### config.mk
export PLATFORM = sky130hd
export DESIGN_NAME = pipe_if
export DESIGN_NICKNAME = d
export VERILOG_FILES = /design/src/rtl/pipe_if.sv
export SDC_FILE = /design/constraint.sdc
export NUM_CORES = 1
export LEC_CHECK = 0
export CAP_MARGIN = 20
export CELL_PAD_IN_SITES_DETAIL_PLACEMENT = 0
export CELL_PAD_IN_SITES_GLOBAL_PLACEMENT = 2
export CORE_AREA = 3 3 253 155
export DETAILED_ROUTE_END_ITERATION = 10
export DIE_AREA = 0 0 256 158
export GPL_TIMING_DRIVEN = 0
export PLACE_DENSITY_LB_ADDON = 0.1
export SYNTH_ARGS = -nofsm -noshare
export SYNTH_HDL_FRONTEND = slang
export SYNTH_SLANG_ARGS = --single-unit
### constraint.sdc
create_clock -name clk -period 3.3 [get_ports clk]
set_clock_uncertainty 0.2 [all_clocks]
set_input_delay 0.495 -clock clk [delete_from_list [all_inputs] [get_ports clk]]
set_output_delay 0.495 -clock clk [all_outputs]
set_load 0.02 [all_outputs]
### src/rtl/pipe_if.sv
// Instruction fetch: owns the PC, drives the imem request/ready handshake, holds IF/ID.
// A fetched word reaches IF/ID one edge after imem_ready; stall freezes IF/ID and parks a returned word in a hold buffer.
module pipe_if #(
    parameter logic [31:0] RESET_PC = 32'h0000_0000
) (
    input  logic        clk,
    input  logic        rst,
    input  logic [1:0]  pcsource,
    input  logic        id_valid,
    input  logic [31:0] id_pc4,
    input  logic [17:0] imm18,
    input  logic [27:0] index28,
    input  logic [31:0] rd1,
    input  logic        stall,
    output logic        imem_req,
    output logic [31:0] imem_addr,
    input  logic        imem_ready,
    input  logic [31:0] imem_rdata,
    output logic [31:0] instr,
    output logic [31:0] pc4,
    output logic        if_valid
);

    typedef enum logic [1:0] {
        ST_REQ  = 2'd0,
        ST_HOLD = 2'd1,
        ST_KILL = 2'd2
    } state_t;

    state_t      state_q, state_d;
    logic [31:0] pc_q, pc_d;
    logic [31:0] kill_addr_q, kill_addr_d;
    logic [31:0] hold_instr_q, hold_instr_d;
    logic [31:0] hold_pc4_q, hold_pc4_d;
    logic [31:0] instr_q, instr_d;
    logic [31:0] pc4_q, pc4_d;
    logic        if_valid_q, if_valid_d;

    logic        redir;
    logic [31:0] target;
    logic [31:0] br_off;
    logic [31:0] pc_plus4;

    // Redirect target from decode; a stalled decode never redirects.
    always_comb begin
        br_off   = {{14{imm18[17]}}, imm18};
        pc_plus4 = pc_q + 32'd4;
        redir    = id_valid & (pcsource != 2'b00) & ~stall;
        target   = pc_plus4;
        case (pcsource)
            2'b01:   target = id_pc4 + br_off;
            2'b10:   target = rd1;
            2'b11:   target = {id_pc4[31:28], index28};
            default: target = pc_plus4;
        endcase
    end

    always_comb begin
        state_d      = state_q;
        pc_d         = pc_q;
        kill_addr_d  = kill_addr_q;
        hold_instr_d = hold_instr_q;
        hold_pc4_d   = hold_pc4_q;
        instr_d      = instr_q;
        pc4_d        = pc4_q;
        if_valid_d   = if_valid_q;

        case (state_q)
            ST_REQ: begin
                if (redir) begin
                    pc_d       = target;
                    if_valid_d = 1'b0;
                    // An unfinished request must still be retired at its old address.
                    if (!imem_ready) begin
                        kill_addr_d = pc_q;
                        state_d     = ST_KILL;
                    end
                end else if (imem_ready) begin
                    pc_d = pc_plus4;
                    if (!stall) begin
                        instr_d    = imem_rdata;
                        pc4_d      = pc_plus4;
                        if_valid_d = 1'b1;
                    end else begin
                        hold_instr_d = imem_rdata;
                        hold_pc4_d   = pc_plus4;
                        state_d      = ST_HOLD;
                    end
                end else if (!stall) begin
                    if_valid_d = 1'b0;
                end
            end

            ST_HOLD: begin
                if (!stall) begin
                    state_d = ST_REQ;
                    if (redir) begin
                        pc_d       = target;
                        if_valid_d = 1'b0;
                    end else begin
                        instr_d    = hold_instr_q;
                        pc4_d      = hold_pc4_q;
                        if_valid_d = 1'b1;
                    end
                end
            end

            ST_KILL: begin
                if (redir) begin
                    pc_d = target;
                end
                if (!stall) begin
                    if_valid_d = 1'b0;
                end
                if (imem_ready) begin
                    state_d = ST_REQ;
                end
            end

            default: begin
                state_d = ST_REQ;
            end
        endcase
    end

    always_ff @(posedge clk or negedge rst) begin
        if (!rst) begin
            state_q      <= ST_REQ;
            pc_q         <= RESET_PC;
            kill_addr_q  <= 32'h0;
            hold_instr_q <= 32'h0;
            hold_pc4_q   <= 32'h0;
            instr_q      <= 32'h0;
            pc4_q        <= 32'h0;
            if_valid_q   <= 1'b0;
        end else begin
            state_q      <= state_d;
            pc_q         <= pc_d;
            kill_addr_q  <= kill_addr_d;
            hold_instr_q <= hold_instr_d;
            hold_pc4_q   <= hold_pc4_d;
            instr_q      <= instr_d;
            pc4_q        <= pc4_d;
            if_valid_q   <= if_valid_d;
        end
    end

    // Request side is purely registered: no path from imem_rdata/imem_ready.
    assign imem_req  = (state_q != ST_HOLD);
    assign imem_addr = (state_q == ST_KILL) ? kill_addr_q : pc_q;
    assign instr     = instr_q;
    assign pc4       = pc4_q;
    assign if_valid  = if_valid_q;

endmodule

Word level (Yosys, flattened, before mapping). Cells that the tools add are included.

Bits in registers: 195. Input port bits: 149. Output and inout bits: 98. Word-level logic and storage cells: 74.

Add/sub/neg operators: 2. Eq/ne operators: 16. Multiplexer cells: 33. Bitwise gates (word level): 5. Reduce and logical (&&, ||, !) cells: 10.

Operators by type and width (number): 32-bit two-way mux (15); 32-bit case mux with 3 select lines (2); 32-bit case mux with 2 select lines (2); 32-bit by 3-bit adder with 32-bit output (second input constant) (1); 32-bit adder (1); 2-bit two-way mux (6); 2-bit != test (second input constant) (6); 3-bit != test (second input constant) (3); 3-bit AND reduction (3); 2-bit equality test (second input constant) (3); 1-bit two-way mux (6); 2-bit case mux with 3 select lines (1); 6-bit AND reduction (1); 5-bit AND reduction (1); 2-bit by 1-bit equality test with 1-bit output (second input constant) (2); 4-bit != test (second input constant) (1); 4-bit AND reduction (1); 2-bit nonzero test (2); 1-bit NOT (3); 1-bit case mux with 3 select lines (1); 3-bit nonzero test (1); 1-bit AND (2); 2-bit zero test (1); 2-bit by 1-bit != test with 1-bit output (second input constant) (1).

Longest topological paths before layout. Gate-level depths: netlist of run 1.

Word-level depth: 6. Mapped depth: 12. Mapped depth without buffers: 12.

Least setup slack after synthesis of run 1. Ideal clock, no wire load.

Path type: input-to-reg. Start point: in id_pc4[0]. End point: reg pc_q[24]. Setup time: 0.119 ns. Arrival time: 2.567 ns. Data required time: 2.981 ns. Setup slack: 0.414 ns. Stages on the path: 12. Buffers on the path: 0. Path through: ha_1 inv_1 fa_1 and2b_1 o2111ai_2 a211oi_2 o41ai_4 o31ai_4 a221oi_2 xor2_1 o21ai_1 o21a_1.

Cells in the longest elaborated chain, start to end: 5. Elaborated cells between the ends (all ways): 6. Those cells by class: add/sub: 1; mux: 5.

RTL lines: start: declaration (line 10) `input logic [31:0] id_pc4,`; 32-bit adder * (line 51) `2'b01: target = id_pc4 + br_off;`; 32-bit case mux with 3 select lines * (line 50) `case (pcsource)`; 32-bit two-way mux (line 97, 109); 32-bit two-way mux (line 95) `if (!stall) begin`; 32-bit case mux with 3 select lines * (line 68) `case (state_q)`; end signal: assignment (line 138) `pc_q <= pc_d;`; end: declaration (line 31) `logic [31:0] pc_q, pc_d;`.

Mark *: on every way between the ends. The rest lies on a longest branch, timed or not. The select of a mux whose other input is x is not followed. A chain may end at the register's enable or synchronous reset.

Final worst setup path of run 1. Ends and elaborated chain as after synthesis.

==> flow_metrics.env, run 1 <==
export IMPL_fillCellCount=3673
export IMPL_start_kind="primary input"
export IMPL_crit_slowest_cell="o41ai_4"
export IMPL_setup_viol=0
export IMPL_cts_clk_slew_worst_paths_ns=0.08
export IMPL_power_density_nw_per_um2=893
export IMPL_grt_max_degree=101
export IMPL_leakage_nw=6.37
export IMPL_die_area_um2=40400
export IMPL_ios=247
export IMPL_multi_input_area_um2=6240
export IMPL_gp_congestion=0.897
export IMPL_antenna_found_initial=1
export IMPL_dpl_hpwl_um=33000
export IMPL_areaGrowthSynthToFinish_pct=33.6
export IMPL_path_delay_family="compound AO/OA/AOI/OAI gates"
export IMPL_ir_worst_vdd_v=0.000474
export IMPL_grt_pass1_vias=10264
export IMPL_root_buffer="clkbuf_16"
export IMPL_coreArea_um2=36700
export IMPL_rsz0062_at_grt="yes"
export IMPL_synth_top_area_cell="dfrtp_1"
export IMPL_cts_buffers=17
export IMPL_slew_headroom=0.363
export IMPL_drv_cap=0
export IMPL_cts_buffer_depth=2
export IMPL_cp_num_buf_inv=2
export IMPL_final_min_clock_period_ns=3.21
export IMPL_async_reset_ff_frac=1.00
export IMPL_fp_dieH_um=158
export IMPL_dr_pass1_iters=5
export IMPL_worstMarginPinSlew_ns=0.955
export IMPL_seqCellArea_um2=4880
export IMPL_htree_levels=4
export IMPL_synth_edf_count=0
export IMPL_cts_tree="yes"
export IMPL_synth_ff_type="dfrtp_1"
export IMPL_grt_ovfl_total=0
export IMPL_postSynthAreaPerCell_um2=9.35
export IMPL_grt_pass1_wl_um=63700
export IMPL_yosysWarnings=0
export IMPL_vias=10226
export IMPL_die_x_um=256
export IMPL_antenna_cells=0
export IMPL_synth_area_top_cells="dfrtp_1 43%, mux2_2 9.2%, o21ai_0 6.1%, nand2_1 5.2%, a21oi_1 4.1%"
export IMPL_drt_iter0_drc=733
export IMPL_synth_top_area_frac=0.426
export IMPL_fin_crit_sh=0.973
export IMPL_start_util=0.312
export IMPL_nNetsFinal=1675
export IMPL_synth_distinct_cells=84
export IMPL_worst_setup_path_end_kind="register"
export IMPL_critical_path_arrival_ns=3.36
export IMPL_syn_nets=1411
export IMPL_run_status="complete, no violations"
export IMPL_ys_ff_latch=195
export IMPL_cp_max_fo=3
export IMPL_power_w=0.0137
export IMPL_cp_required_ns=3.45
export IMPL_worstSetupPathType="in -> reg"
export IMPL_antenna_left=0
export IMPL_whs_ns=0.280
export IMPL_hold_viol_final=0
export IMPL_min_path_type="reg -> reg"
export IMPL_portBuffers=244
export IMPL_drc=0
export IMPL_fmax_mhz=312
export IMPL_drv_slew=0
export IMPL_ys_seq_area_frac=0.426
export IMPL_slowest_delay_ns=0.47
export IMPL_layout_drive_gt1_share=0.130
export IMPL_track_usage=0.208
export IMPL_syn_inst=1225
export IMPL_rows=54
export IMPL_wire_per_inst_um=20.9
export IMPL_vias_per_cell=5.10
export IMPL_wl_um=42000
export IMPL_insertion_delay_ns=0.45
export IMPL_cts_sinks=195
export IMPL_synth_area_um2=11400
export IMPL_worstPathCellList="clkdlybuf4s50_1, ha_2, inv_1, fa_2, and2b_2, o2111ai_4, a211oi_4, o41ai_4, o31ai_4, a221oi_2, xor2_1, o21ai_1, o21a_1"
## worst register-to-register path, stage by stage (launching register included)
cell	delay, ns
dfrtp_1	0.50
ha_1	0.40
nand4_4	0.27
nor2_4	0.26
nand3_1	0.24
or3_1	0.45
xnor2_1	0.24
nor2_1	0.06
a21oi_1	0.17
o21ai_1	0.07
## worst paths after layout
check                               start  endpoint  slack (ns)  cells past startpoint
worst min-delay path               pc4[1]    pc4[1]        0.28                      2
min in group asynchronous             rst   pc_q[4]        0.45                      2
max in group asynchronous             rst  pc_q[26]        1.40                      3
worst max-delay path            id_pc4[0]  pc_q[24]        0.09                     13
worst min register to register     pc4[1]    pc4[1]        0.28                      2
worst max register to register    pc_q[2]   pc4[26]        0.30                      9
## layout make-up
type / instances / share of cell area
well taps: 504 / 0.0412
multi-input cells: 925 / 0.408
clock inverters: 14 / 0.00982
inverters: 19 / 0.00466
repair buffers: 247 / 0.164
clock buffers: 18 / 0.0287
flip-flops and latches: 195 / 0.319
plain buffers: 84 / 0.0244
## cells in the mapped netlist, drive strengths merged, types with 14 or more instances
library cell    n
mux2i          47
xnor2          29
a21oi          96
mux2           94
nor3           14
dfrtp         195
buf            21
nand2         160
o21ai         150
nor2           88
inv            19
nand3          25
clkbuf         65
xor2           23
ha             36
a21o           21
## metal layers
metal,track usage,vias up,part of all wire,routed length [µm]
met5,0,-,0,0
met4,0.0390,0,0.0098,413
met3,0.0323,28,0.048,2000
met2,0.310,218,0.43,18000
met1,0.318,5096,0.51,21600
li1,-,4884,-,-
## state kept, by name, indices dropped and copies added (netlist names)
name / flops
hold_instr_q: 32
state_q: 2
instr: 32
pc_q: 32
pc4: 32
kill_addr_q: 32
if_valid: 1
hold_pc4_q: 32
## logic make-up (layout without fill, tap and decap cells)
kind of cell / Yosys count / after routing / synth area share
AO/OA/AOI/OAI: 349 / 349 / 0.185
XOR/XNOR: 52 / 52 / 0.0398
adder cells (fa/ha/maj): 37 / 37 / 0.0411
buffers and inverters: 105 / 382 / 0.0367
flip-flops: 195 / 195 / 0.426
multiplexers: 141 / 141 / 0.134
AND/OR/NAND/NOR: 346 / 346 / 0.138
## per-stage QoR
step	setup WS (ns)	area [µm²]	setup TNS [ns]	utilization	cells
2_1_floorplan	0.414	11400	0	-	1225
3_3_place_gp	-7.47	14500	-1470.09	0.396	1973
3_5_place_dp	-0.974	14600	-23.98	0.397	1974
4_1_cts	0.00287	15200	0	0.414	2008
5_1_grt	-0.00316	15300	-0.00509	0.417	2006
6_report	0.0902	15300	0	0.417	2006
## what timing repair did
action | in CTS | in global routing
setup buffers | 1 | 0
gates resized for setup | 25 | 35
hold endpoints to repair | 95 | 0
setup endpoints to repair | 47 | 49
hold buffers | 1 | 0
pin swaps | 1 | 2
## placed cells by master (no fill, tap or decap), drive strengths merged, types with 14 or more instances in the layout
cell and instances:
o21ai 150, xor2 23, inv 24, buf 23, a21oi 96, nand2 160, xnor2 29, clkbuf 82
a21o 21, ha 36, nand3 25, nor3 14, mux2i 47, dfrtp 195, mux2 94, clkdlybuf4s50 227
nor2 88
## power by group
part | total [W] | switching, W | internal, W | leakage [nW]
clock network | 0.00215 | 0.00100 | 0.00115 | 0.284
logic | 0.00721 | 0.00419 | 0.00303 | 3.74
registers | 0.00429 | 0.000752 | 0.00354 | 2.34
No activity file was read; power rests on OpenSTA's default activity.
==> inputs of run 2 (changes only) <==
--- a/config.mk
+++ b/config.mk
@@ -5,7 +5,6 @@
 export SDC_FILE = /design/constraint.sdc
 export NUM_CORES = 1
 export LEC_CHECK = 0
-export CAP_MARGIN = 20
 export CELL_PAD_IN_SITES_DETAIL_PLACEMENT = 0
 export CELL_PAD_IN_SITES_GLOBAL_PLACEMENT = 2
 export CORE_AREA = 3 3 253 155
==> results of run 2 <==
Same layout as run 1: the final DEF is identical, and so are final timing and power.
